File: src/rtl/pipeline_pkg.sv
// rtl/pipeline_pkg.sv - shared types for the pipeline hazard controller
package pipeline_pkg;

  typedef enum logic [1:0] {
    FWD_RF = 2'b00,
    FWD_W  = 2'b01,
    FWD_M  = 2'b10
  } fwd_sel_t;

  typedef enum logic [1:0] {
    RUN      = 2'b00,
    MD_BUSY  = 2'b01,
    MEM_WAIT = 2'b10
  } ctrl_state_t;

endpackage

File: src/rtl/muldiv_timer.sv
// rtl/muldiv_timer.sv - mult/div occupancy down-counter with freeze
module muldiv_timer #(
  parameter int MULDIV_LATENCY = 32,
  parameter int CNT_W          = 8
) (
  input  logic clock,
  input  logic reset,
  input  logic load,
  input  logic decrement,
  input  logic freeze,
  output logic done
);

  logic [CNT_W-1:0] count;

  // The start cycle in RUN is the first occupancy cycle, hence LATENCY-2.
  always_ff @(posedge clock or posedge reset) begin
    if (reset) begin
      count <= '0;
    end else if (!freeze) begin
      if (load)
        count <= CNT_W'(MULDIV_LATENCY - 2);
      else if (decrement && count != '0)
        count <= count - CNT_W'(1);
    end
  end

  assign done = (count == '0);

endmodule

File: src/rtl/pipeline_ctrl.sv
// rtl/pipeline_ctrl.sv - 5-stage hazard/stall/flush/forward controller (option: PIPELINE_FWD_EN)
module pipeline_ctrl
  import pipeline_pkg::*;
#(
  parameter int REG_ADDR_W     = 5,
  parameter int MULDIV_LATENCY = 32,
  parameter int CNT_W          = 8
) (
  input  logic                  clock,
  input  logic                  reset,
  input  logic [REG_ADDR_W-1:0] d_rs,
  input  logic [REG_ADDR_W-1:0] d_rt,
  input  logic [REG_ADDR_W-1:0] e_rs,
  input  logic [REG_ADDR_W-1:0] e_rt,
  input  logic [REG_ADDR_W-1:0] e_wa,
  input  logic                  e_rf_we,
  input  logic                  e_is_load,
  input  logic                  e_md_start,
  input  logic [REG_ADDR_W-1:0] m_wa,
  input  logic                  m_rf_we,
  input  logic                  m_branch_taken,
  input  logic                  m_dmem_req,
  input  logic                  dmem_ready,
  input  logic [REG_ADDR_W-1:0] w_wa,
  input  logic                  w_rf_we,
  output logic                  stall_f,
  output logic                  stall_d,
  output logic                  stall_e,
  output logic                  stall_m,
  output logic                  flush_d,
  output logic                  flush_e,
  output logic                  flush_m,
  output logic                  flush_w,
  output logic [1:0]            fwd_a,
  output logic [1:0]            fwd_b,
  output logic                  md_busy
);

  ctrl_state_t state, ret_state, eff_state;
  logic        freeze, md_done, md_load, md_dec, md_stall, hazard;
  fwd_sel_t    fwd_a_sel, fwd_b_sel;

  function automatic logic hit(input logic we, input logic [REG_ADDR_W-1:0] wa,
                               input logic [REG_ADDR_W-1:0] src);
    return we && (wa != '0) && (wa == src);
  endfunction

  // While frozen, behave as the remembered state once the memory answers.
  assign freeze    = m_dmem_req && !dmem_ready;
  assign eff_state = (state == MEM_WAIT) ? ret_state : state;
  assign md_load   = (eff_state == RUN) && e_md_start;
  assign md_dec    = (eff_state == MD_BUSY);
  assign md_stall  = md_load || (md_dec && !md_done);

`ifdef PIPELINE_FWD_EN
  assign hazard = e_is_load && (hit(e_rf_we, e_wa, d_rs) || hit(e_rf_we, e_wa, d_rt));
  assign fwd_a_sel = hit(m_rf_we, m_wa, e_rs) ? FWD_M :
                     hit(w_rf_we, w_wa, e_rs) ? FWD_W : FWD_RF;
  assign fwd_b_sel = hit(m_rf_we, m_wa, e_rt) ? FWD_M :
                     hit(w_rf_we, w_wa, e_rt) ? FWD_W : FWD_RF;
`else
  // Without bypassing, hold D until every producer has reached W.
  logic unused_fwd_inputs;
  assign unused_fwd_inputs = ^{e_is_load, e_rs, e_rt, w_wa, w_rf_we};
  assign hazard = hit(e_rf_we, e_wa, d_rs) || hit(e_rf_we, e_wa, d_rt) ||
                  hit(m_rf_we, m_wa, d_rs) || hit(m_rf_we, m_wa, d_rt);
  assign fwd_a_sel = FWD_RF;
  assign fwd_b_sel = FWD_RF;
`endif

  muldiv_timer #(
    .MULDIV_LATENCY(MULDIV_LATENCY),
    .CNT_W         (CNT_W)
  ) u_muldiv_timer (
    .clock    (clock),
    .reset    (reset),
    .load     (md_load),
    .decrement(md_dec),
    .freeze   (freeze),
    .done     (md_done)
  );

  always_ff @(posedge clock or posedge reset) begin
    if (reset) begin
      state     <= RUN;
      ret_state <= RUN;
    end else if (freeze) begin
      state     <= MEM_WAIT;
      ret_state <= eff_state;
    end else begin
      case (eff_state)
        RUN:     state <= e_md_start ? MD_BUSY : RUN;
        MD_BUSY: state <= md_done ? RUN : MD_BUSY;
        default: state <= RUN;
      endcase
    end
  end

  always_comb begin
    stall_f = 1'b0;
    stall_d = 1'b0;
    stall_e = 1'b0;
    stall_m = 1'b0;
    flush_d = 1'b0;
    flush_e = 1'b0;
    flush_m = 1'b0;
    flush_w = 1'b0;
    if (!reset) begin
      if (freeze) begin
        stall_f = 1'b1;
        stall_d = 1'b1;
        stall_e = 1'b1;
        stall_m = 1'b1;
        flush_w = 1'b1;
      end else if (m_branch_taken) begin
        flush_d = 1'b1;
        flush_e = 1'b1;
        flush_m = 1'b1;
      end else if (md_stall) begin
        stall_f = 1'b1;
        stall_d = 1'b1;
        stall_e = 1'b1;
        flush_m = 1'b1;
      end else if (hazard) begin
        stall_f = 1'b1;
        stall_d = 1'b1;
        flush_e = 1'b1;
      end
    end
  end

  assign md_busy = !reset && md_stall;
  assign fwd_a   = reset ? 2'b00 : fwd_a_sel;
  assign fwd_b   = reset ? 2'b00 : fwd_b_sel;

endmodule

File: config.mk
export PLATFORM = sky130hd
export DESIGN_NAME = pipeline_ctrl
export DESIGN_NICKNAME = d
export VERILOG_FILES = /design/src/rtl/pipeline_pkg.sv /design/src/rtl/muldiv_timer.sv /design/src/rtl/pipeline_ctrl.sv
export SDC_FILE = /design/constraint.sdc
export NUM_CORES = 1
export LEC_CHECK = 0
export CORE_UTILIZATION = 38
export CTS_CLUSTER_SIZE = 25
export DETAILED_ROUTE_END_ITERATION = 10
export MAX_ROUTING_LAYER = met4
export PLACE_DENSITY = 0.91
export SLEW_MARGIN = 15
export SYNTH_ARGS = -nofsm -noshare
export SYNTH_HDL_FRONTEND = slang
export SYNTH_SLANG_ARGS = --single-unit
File: constraint.sdc
create_clock -name clock -period 2.5 [get_ports clock]
set_input_delay 0.25 -clock clock [delete_from_list [all_inputs] [get_ports clock]]
set_output_delay 0.25 -clock clock [all_outputs]
set_load 0.01 [all_outputs]
-- Word-level counts from Yosys, hierarchy flattened
Cells that the tools add are included.
- register bits after elaboration: 12
- output and inout bits: 13
- word-level logic and storage cells: 64
- add/sub/neg operators: 1
- equality and inequality tests: 6
- mux-type cells: 28
- bitwise gates (word level): 1
- reductions and logical operators: 25
- operator list (cell ; number):
    $mux 1 ; 23
    $eq 5x5->1 ; 4
    $mux 8 ; 2
    $logic_and 1x1->1 ; 11
    $reduce_bool 5->1 ; 2
    $logic_not 8->1 ; 1
    $reduce_bool 8->1 ; 1
    $sub 8x1->8 const B ; 1
    $logic_or 1x1->1 ; 4
    $mux 2 ; 2
    $logic_not 1->1 ; 3
    $eq 2x1->1 const B ; 1
    $eq 2x2->1 const B ; 1
    $logic_not 2->1 ; 1
    $pmux 1 s2 ; 1
    $reduce_and 2->1 ; 1
    $reduce_bool 2->1 ; 1
    $not 1->1 ; 1

-- Longest topological paths before layout
Gate-level depths: netlist of run 1.
- depth after elaboration: 11
- depth in mapped cells: 8

-- Hierarchy
From an unflattened synthesis of run 1, not the netlist that was laid out.
- cell total of the unflattened synthesis: 135
- area, all modules: 1092.3 µm²
- by module, submodules not included (module ; instances ; cells an instance ; area each (µm²)):
    pipeline_ctrl ; 1 ; 75 ; 553.0
    muldiv_timer ; 1 ; 60 ; 539.3

-- Worst setup path after synthesis of run 1
No wires, ideal clock.
- path type: register to output
- start point: register u_muldiv_timer.count[4]
- end point: output port stall_f
- arrival time: 1.762 ns
- required time: 2.250 ns
- slack: 0.488 ns
- stages on the path, launching flop included: 7
- buffers on the path: 1
- cells stage by stage: dfrtp_1 or4_4 o32ai_4 nand2_1 nor2_1 a221oi_1 buf_4
- word-level cells in the longest chain between the ends: 8
- RTL lines (element ; line ; text):
    start, declared ; muldiv_timer.sv:14 ; logic [CNT_W-1:0] count;
    start signal, assigned ; muldiv_timer.sv:22 ; count <= CNT_W'(MULDIV_LATENCY - 2);
    start signal, assigned ; muldiv_timer.sv:24 ; count <= count - CNT_W'(1);
    $logic_not 8->1 ; muldiv_timer.sv:28 ; assign done = (count == '0);
    $logic_not 1->1 ; pipeline_ctrl.sv:53 ; assign md_stall = md_load || (md_dec && !md_done);
    $logic_and 1x1->1 ; pipeline_ctrl.sv:53 ;
    $logic_or 1x1->1 ; pipeline_ctrl.sv:53 ;
    $mux 1 (4 in series) ; - ;
    end, declared ; pipeline_ctrl.sv:26 ; output logic stall_f,
No other way between the ends.

-- Final worst setup path of run 1
- start point: register u_muldiv_timer.count[4]
- end point: output port stall_d
- word-level cells in the longest chain between the ends: 8
- RTL lines (element ; line ; text):
    $logic_not 8->1 ; muldiv_timer.sv:28 ;
    $logic_not 1->1 ; pipeline_ctrl.sv:53 ;
    $logic_and 1x1->1 ; pipeline_ctrl.sv:53 ;
    $logic_or 1x1->1 ; pipeline_ctrl.sv:53 ;
    $mux 1 ; pipeline_ctrl.sv:119 ; end else if (md_stall) begin
    $mux 1 ; pipeline_ctrl.sv:115 ; end else if (m_branch_taken) begin
    $mux 1 ; pipeline_ctrl.sv:109 ; if (freeze) begin
    $mux 1 ; pipeline_ctrl.sv:108 ; if (!reset) begin
    end, declared ; pipeline_ctrl.sv:27 ; output logic stall_d,
No other way between the ends.

==> results.sh, run 1 <==
export IMPL_r2r_cells=6
export IMPL_powerDensity_mw_per_mm2=512.9
export IMPL_hold_violations=0
export IMPL_ys_top_cells_by_area="dfrtp_1 29%, xor2_1 17%, nor2_1 5.0%"
export IMPL_die_w_um=54.47
export IMPL_first_pass_iters=4
export IMPL_fp_dieH_um=54.47
export IMPL_dp_cells=192
export IMPL_io_pins=58
export IMPL_cap_viol_max_count=0
export IMPL_fin_nets=215
export IMPL_drv_slew=0
export IMPL_yosys_cell_count_top_type="xor2_1"
export IMPL_fin_cells=196
export IMPL_setup_violations=0
export IMPL_setup_tns_ns=0
export IMPL_hold_buffers=0
export IMPL_n_fill_cell=223
export IMPL_core_sq_mm=0.002545
export IMPL_cp_data_required_time_ns=2.25
export IMPL_ir_worst_vdd_uv=450.9
export IMPL_final_antenna_net_count=0
export IMPL_cp_start_kind="flop"
export IMPL_drc_errors=0
export IMPL_clkTransAtPathRegs_ns=0.07
export IMPL_insertion_delay_ns=0.28
export IMPL_fin_skew_ns=0.01456
export IMPL_drt_iter0_drc=10
export IMPL_cts_sinks=12
export IMPL_yosysSeqAreaShare_pct=28.71
export IMPL_ys_async_sr_fraction_pct=100.0
export IMPL_crit_fanout=4
export IMPL_vias=1041
export IMPL_yosysTopAreaCell="dfrtp_1"
export IMPL_grt_max_degree=16
export IMPL_grt_pass1_vias=1020
export IMPL_status="completed"
export IMPL_track_usage_pct=20.11
export IMPL_cts_buffers=3
export IMPL_regToRegSetupSlack_ns=0.42
export IMPL_ys_seq_elements=12
export IMPL_place_congestion=0.8160
export IMPL_cp_endpoint="stall_d"
export IMPL_hold_class="input pin to async pin"
export IMPL_antenna_found_initial=0
export IMPL_worst_setup_path_type="flop to output pin"
export IMPL_ys_top_cells_by_count="20 x xor2_1, 14 x nor2_1, 13 x nand2_1"
export IMPL_drt_wl_total_um=2624
export IMPL_r2r_end="u_muldiv_timer.count[6]"
export IMPL_cts_tree="done"
export IMPL_synth_ff_type="dfrtp_1"
export IMPL_synth_cell_types=39
export IMPL_grt_pass1_wl_um=4015
export IMPL_crit_path_end_kind="output pin"
export IMPL_drive_above_1_share_pct=11.45
export IMPL_post_route_min_period_ns=2.439
export IMPL_row_count=18
export IMPL_synthCells=124
export IMPL_drt_vias_per_instance=5.311
export IMPL_avgSynthCellArea_sq_um=8.436
export IMPL_die_area_sq_mm=0.002966
export IMPL_cts_root_buf="clkbuf_4"
export IMPL_wire_per_inst_um=13.39
export IMPL_overflow=0
export IMPL_synth_warnings=0
export IMPL_fmax_ghz=0.4099
export IMPL_p_leak_nw=0.6477
export IMPL_synth_edf_count=0
export IMPL_period_share_pct=97.57
export IMPL_clk_path_buf_depth=2
export IMPL_crit_start="u_muldiv_timer.count[4]"
export IMPL_netlist_area_sq_mm=0.001046
export IMPL_htree_levels=1
export IMPL_dpl_hpwl_um=2118
export IMPL_synth_top_cell_area_share_pct=28.71
export IMPL_diodes=0
export IMPL_rsz0062_at_grt="yes"
export IMPL_numPortBuffers=36
export IMPL_areaGrowthSynthToFinish_pct=40.31
export IMPL_reg2reg_from="u_muldiv_timer.count[4]"
export IMPL_start_util_pct=41.10
export IMPL_cp_data_arrival_time_ns=2.19
==> flip-flops by register name, summed over array words and instances (netlist names) <==
| register | count |
|---|---|
| u_muldiv_timer.count | 8 |
| ret_state | 2 |
| state | 2 |
==> what timing repair did <==
item / in CTS / in global routing
endpoints found under the setup margin: 5 / 3
pin swaps: 1 / 1
buffers inserted: 1 / 0
resized for setup: 6 / 2
==> critical path, stage by stage (launching register included) <==
cell           delay (ns)
dfrtp_1              0.41
or4_4                0.58
o32ai_4              0.29
nand2_1              0.12
nor2_1               0.11
a221oi_1             0.09
dlygate4sd2_1        0.30
==> per-stage QoR <==
step / hold slack, ns / area, sq um / worst slack [ns] / utilization [%] / power, mW
floorplan: 0.1198 / 1057 / 0.4883 / - / 0.5059
global placement: 0.4843 / 1444 / -0.1174 / 56.74 / 0.6141
detailed placement: 0.4897 / 1444 / -0.1794 / 56.74 / 0.6367
CTS: 0.4033 / 1469 / 0.007760 / 57.72 / 0.7553
global route: 0.4463 / 1468 / -0.02839 / 57.67 / 0.8131
finish: 0.4067 / 1468 / 0.06063 / 57.67 / 0.7528
==> layout by cell type, fill, tap and decap left out, types with 2 or more instances in the layout <==
cell / synthesis / final
clkdlybuf4s50_1: 0 / 31
buf_4: 6 / 6
a31oi_1: 2 / 2
ha_1: 2 / 2
conb_1: 1 / 4
nand3_1: 2 / 2
a21oi_1: 7 / 7
or4_1: 2 / 2
nor2_1: 14 / 14
xor2_1: 20 / 20
nand2_1: 13 / 13
clkbuf_4: 0 / 3
inv_1: 5 / 5
o21ai_0: 6 / 6
a22oi_1: 2 / 2
nor3_1: 6 / 6
dfrtp_1: 12 / 12
dlygate4sd2_1: 0 / 4
==> worst min path at each step <==
stage / end / cells past startpoint
after floorplan: ret_state[0] / 1
after global placement: u_muldiv_timer.count[5] / 1
after detailed placement: u_muldiv_timer.count[5] / 1
after CTS: u_muldiv_timer.count[7] / 3
after global routing: u_muldiv_timer.count[7] / 3
final: u_muldiv_timer.count[6] / 3
==> power by group <==
part / internal, mW / switching (mW) / total, mW
combinational: 0.170 / 0.186 / 0.355
sequential: 0.239 / 0.0419 / 0.281
clock: 0.0558 / 0.0607 / 0.116
total: 0.464 / 0.288 / 0.753
==> cells by family (layout without fill, tap and decap cells) <==
family / after synthesis / after routing / synth area share, %
AOI/OAI and AO/OA: 29 / 29 / 20.81
adders and majority gates: 2 / 2 / 2.392
xor gates and xnor gates: 20 / 20 / 16.75
DFF: 12 / 12 / 28.71
other: 1 / 4 / 0.3585
and+or+nand+nor: 48 / 48 / 23.81
buffers and inverters: 12 / 51 / 7.177
==> layer usage <==
layer  wire length, um  global-route usage, %  share of wire, %  vias up
li1                  -                      -                 -      512
met1               961                  16.27                37      487
met2              1373                  40.45                52       38
met3               221                  3.333               8.4        4
met4                67                  12.82               2.6        0
met5                 0                      -                 0        -
==> area by class of cell <==
type	count	area (sq um)	area share (%)
clock buffers	3	22.52	1.535
well taps	30	37.54	2.558
inverters	5	18.77	1.279
repair buffers	43	406.6	27.71
flip-flops and latches	12	300.3	20.46
multi-input cells	103	681.9	46.46
No activity file was read; power rests on OpenSTA's default activity.
==> inputs of run 2 (changes only) <==
CORE_MARGIN = 8   (was default)
==> run 2 against run 1 <==
Design area is 2.5% higher; global-route usage decreased by 6.2 points; via count up 0.86%; total power grew 2.2%; sequential cell count unchanged; wire length increased by 9.5%; clock skew down 0.0057 ns; count of clock-buffer cells in the layout did not move; clock power hardly changed; worst hold slack improved by 0.062 ns; first-iteration DRC count grew to 8.7 times the previous value.
==> results.sh, run 2 (same netlist as run 1, synthesis figures left out) <==
export IMPL_status="completed"
export IMPL_crit_path_end_kind="output pin"
export IMPL_cts_sinks=12
export IMPL_core_sq_mm=0.002686
export IMPL_cp_data_arrival_time_ns=2.12
export IMPL_powerDensity_mw_per_mm2=511.8
export IMPL_io_pins=58
export IMPL_grt_pass1_wl_um=4774
export IMPL_largest_reg_flops=8
export IMPL_dr_wl_met3_um=192
export IMPL_met1_length_um=1170
export IMPL_dpl_worst_slack_ns=-0.1544
export IMPL_final_cell_mix="30 x clkdlybuf4s50_1, 20 x xor2_1, 14 x nor2_1, 12 x nand2_1, 12 x dfrtp_1"
export IMPL_cp_start_kind="flop"
export IMPL_final_common_cell="clkdlybuf4s50_1"
export IMPL_crit_chain="or4_4, o32ai_4, buf_4, nand3_1, o21bai_1, clkdlybuf4s15_1"
export IMPL_areaGrowthSynthToFinish_pct=43.78
export IMPL_fin_total_pwr_mw=0.7696
export IMPL_start_util_pct=38.94
export IMPL_clk_path_buf_depth=2
export IMPL_place_area_sq_mm=0.001453
export IMPL_worst_setup_path_type="flop to output pin"
export IMPL_place_congestion=0.8849
export IMPL_insertion_delay_ns=0.27
export IMPL_drv_slew=0
export IMPL_regToRegSetupSlack_ns=0.33
export IMPL_overflow=0
export IMPL_diodes=0
export IMPL_wire_per_inst_um=14.37
export IMPL_fmax_ghz=0.4213
export IMPL_cp_data_required_time_ns=2.25
export IMPL_setup_violations=0
export IMPL_drc_errors=0
export IMPL_n_fill_cell=234
export IMPL_cts_root_buf="clkbuf_4"
export IMPL_top_layer="met4"
export IMPL_htree_levels=1
export IMPL_post_route_min_period_ns=2.373
export IMPL_max_flop_register="u_muldiv_timer.count"
export IMPL_crit_slowest_cell="or4_4"
export IMPL_cap_viol_max_count=0
export IMPL_crit_fanout=4
export IMPL_r2r_cells=7
export IMPL_fp_dieH_um=68.47
export IMPL_hold_violations=0
export IMPL_track_usage_pct=13.92
export IMPL_dpl_hpwl_um=2303
export IMPL_p_leak_nw=0.6562
export IMPL_period_share_pct=94.94
export IMPL_met2_length_um=1443
export IMPL_drt_iter0_drc=87
export IMPL_layout_setup_ws_ns=0.1265
export IMPL_die_w_um=68.47
export IMPL_setup_tns_ns=0
export IMPL_vias=1050
export IMPL_final_antenna_net_count=0
export IMPL_antenna_found_initial=0
export IMPL_hold_buffers=0
export IMPL_numPortBuffers=36
export IMPL_final_area_sq_mm=0.001504
export IMPL_reg_largest_list="u_muldiv_timer.count (8), ret_state (2), state (2)"
export IMPL_drt_wl_total_um=2874
export IMPL_cpPeakStageDelay_ns=0.57
export IMPL_clkTransAtPathRegs_ns=0.07
export IMPL_grt_max_degree=16
export IMPL_grt_pass1_vias=1023
export IMPL_seqCellArea_sq_um=300.3
export IMPL_cts_buffers=3
export IMPL_cts_tree="done"
export IMPL_hold_class="input pin to async pin"
export IMPL_fin_nets=218
export IMPL_row_count=19
export IMPL_timing_hold_ws_ns=0.4687
export IMPL_drive_above_1_share_pct=13.61
export IMPL_first_pass_iters=4
export IMPL_ir_worst_vdd_uv=370.5
export IMPL_fin_skew_ns=0.008825
export IMPL_die_area_sq_mm=0.004687
export IMPL_drt_vias_per_instance=5.250
export IMPL_multiInputGateArea_sq_um=690.7
==> run 2: cell count changes in the layout (fill, tap and decap cells not counted), sizes merged <==
cell           before  now
buf                 7   10
clkbuf              4    3
clkdlybuf4s15       0    4
clkdlybuf4s50      31   30
dlygate4sd2         4    2
==> run 2: critical path: cells and delay by family, from the launching register on <==
| family | cells | cell delay, ns |
|---|---|---|
| AOI/OAI and AO/OA | 2 | 0.41 |
| buffers and inverters | 2 | 0.41 |
| DFF | 1 | 0.39 |
| and+or+nand+nor | 2 | 0.63 |
==> run 2: final timing paths <==
kind | start | to
worst max-delay path | u_muldiv_timer.count[4] | flush_e
worst min-delay path | reset | u_muldiv_timer.count[0]
worst max register to register | u_muldiv_timer.count[4] | u_muldiv_timer.count[6]
worst min register to register | u_muldiv_timer.count[5] | u_muldiv_timer.count[5]
max in group asynchronous | reset | u_muldiv_timer.count[1]
min in group clock | u_muldiv_timer.count[5] | u_muldiv_timer.count[5]
==> run 2: routing by layer <==
metal,GRT usage (%),vias up
met5,-,-
li1,-,523
met2,22.65,51
met4,7.673,0
met1,15.95,469
met3,2.128,7
==> run 2: area by class of cell <==
class | count | area share (%)
Timing Repair Buffer | 46 | 28.79
Sequential cell | 12 | 19.97
Multi-Input combinational cell | 103 | 45.92
Clock buffer | 3 | 1.498
Tap cell | 31 | 2.579
Inverter | 5 | 1.248
==> run 2: stage by stage <==
stage | util [%] | std cells
after CTS | 55.19 | 199
final | 55.99 | 200
after detailed placement | 54.08 | 194
after global placement | 54.08 | 194
after global routing | 55.99 | 200
after floorplan | - | 127
==> run 2: what timing repair did <==
action | CTS | global route
endpoints found under the setup margin | 6 | 6
buffers inserted | 2 | 1
pin swaps | 1 | 1
gates resized for setup | 6 | 6
==> run 2: where the power goes <==
| part | internal [mW] | switching, mW |
|---|---|---|
| logic | 0.181 | 0.194 |
| registers | 0.239 | 0.0428 |
| clock network | 0.0557 | 0.0571 |
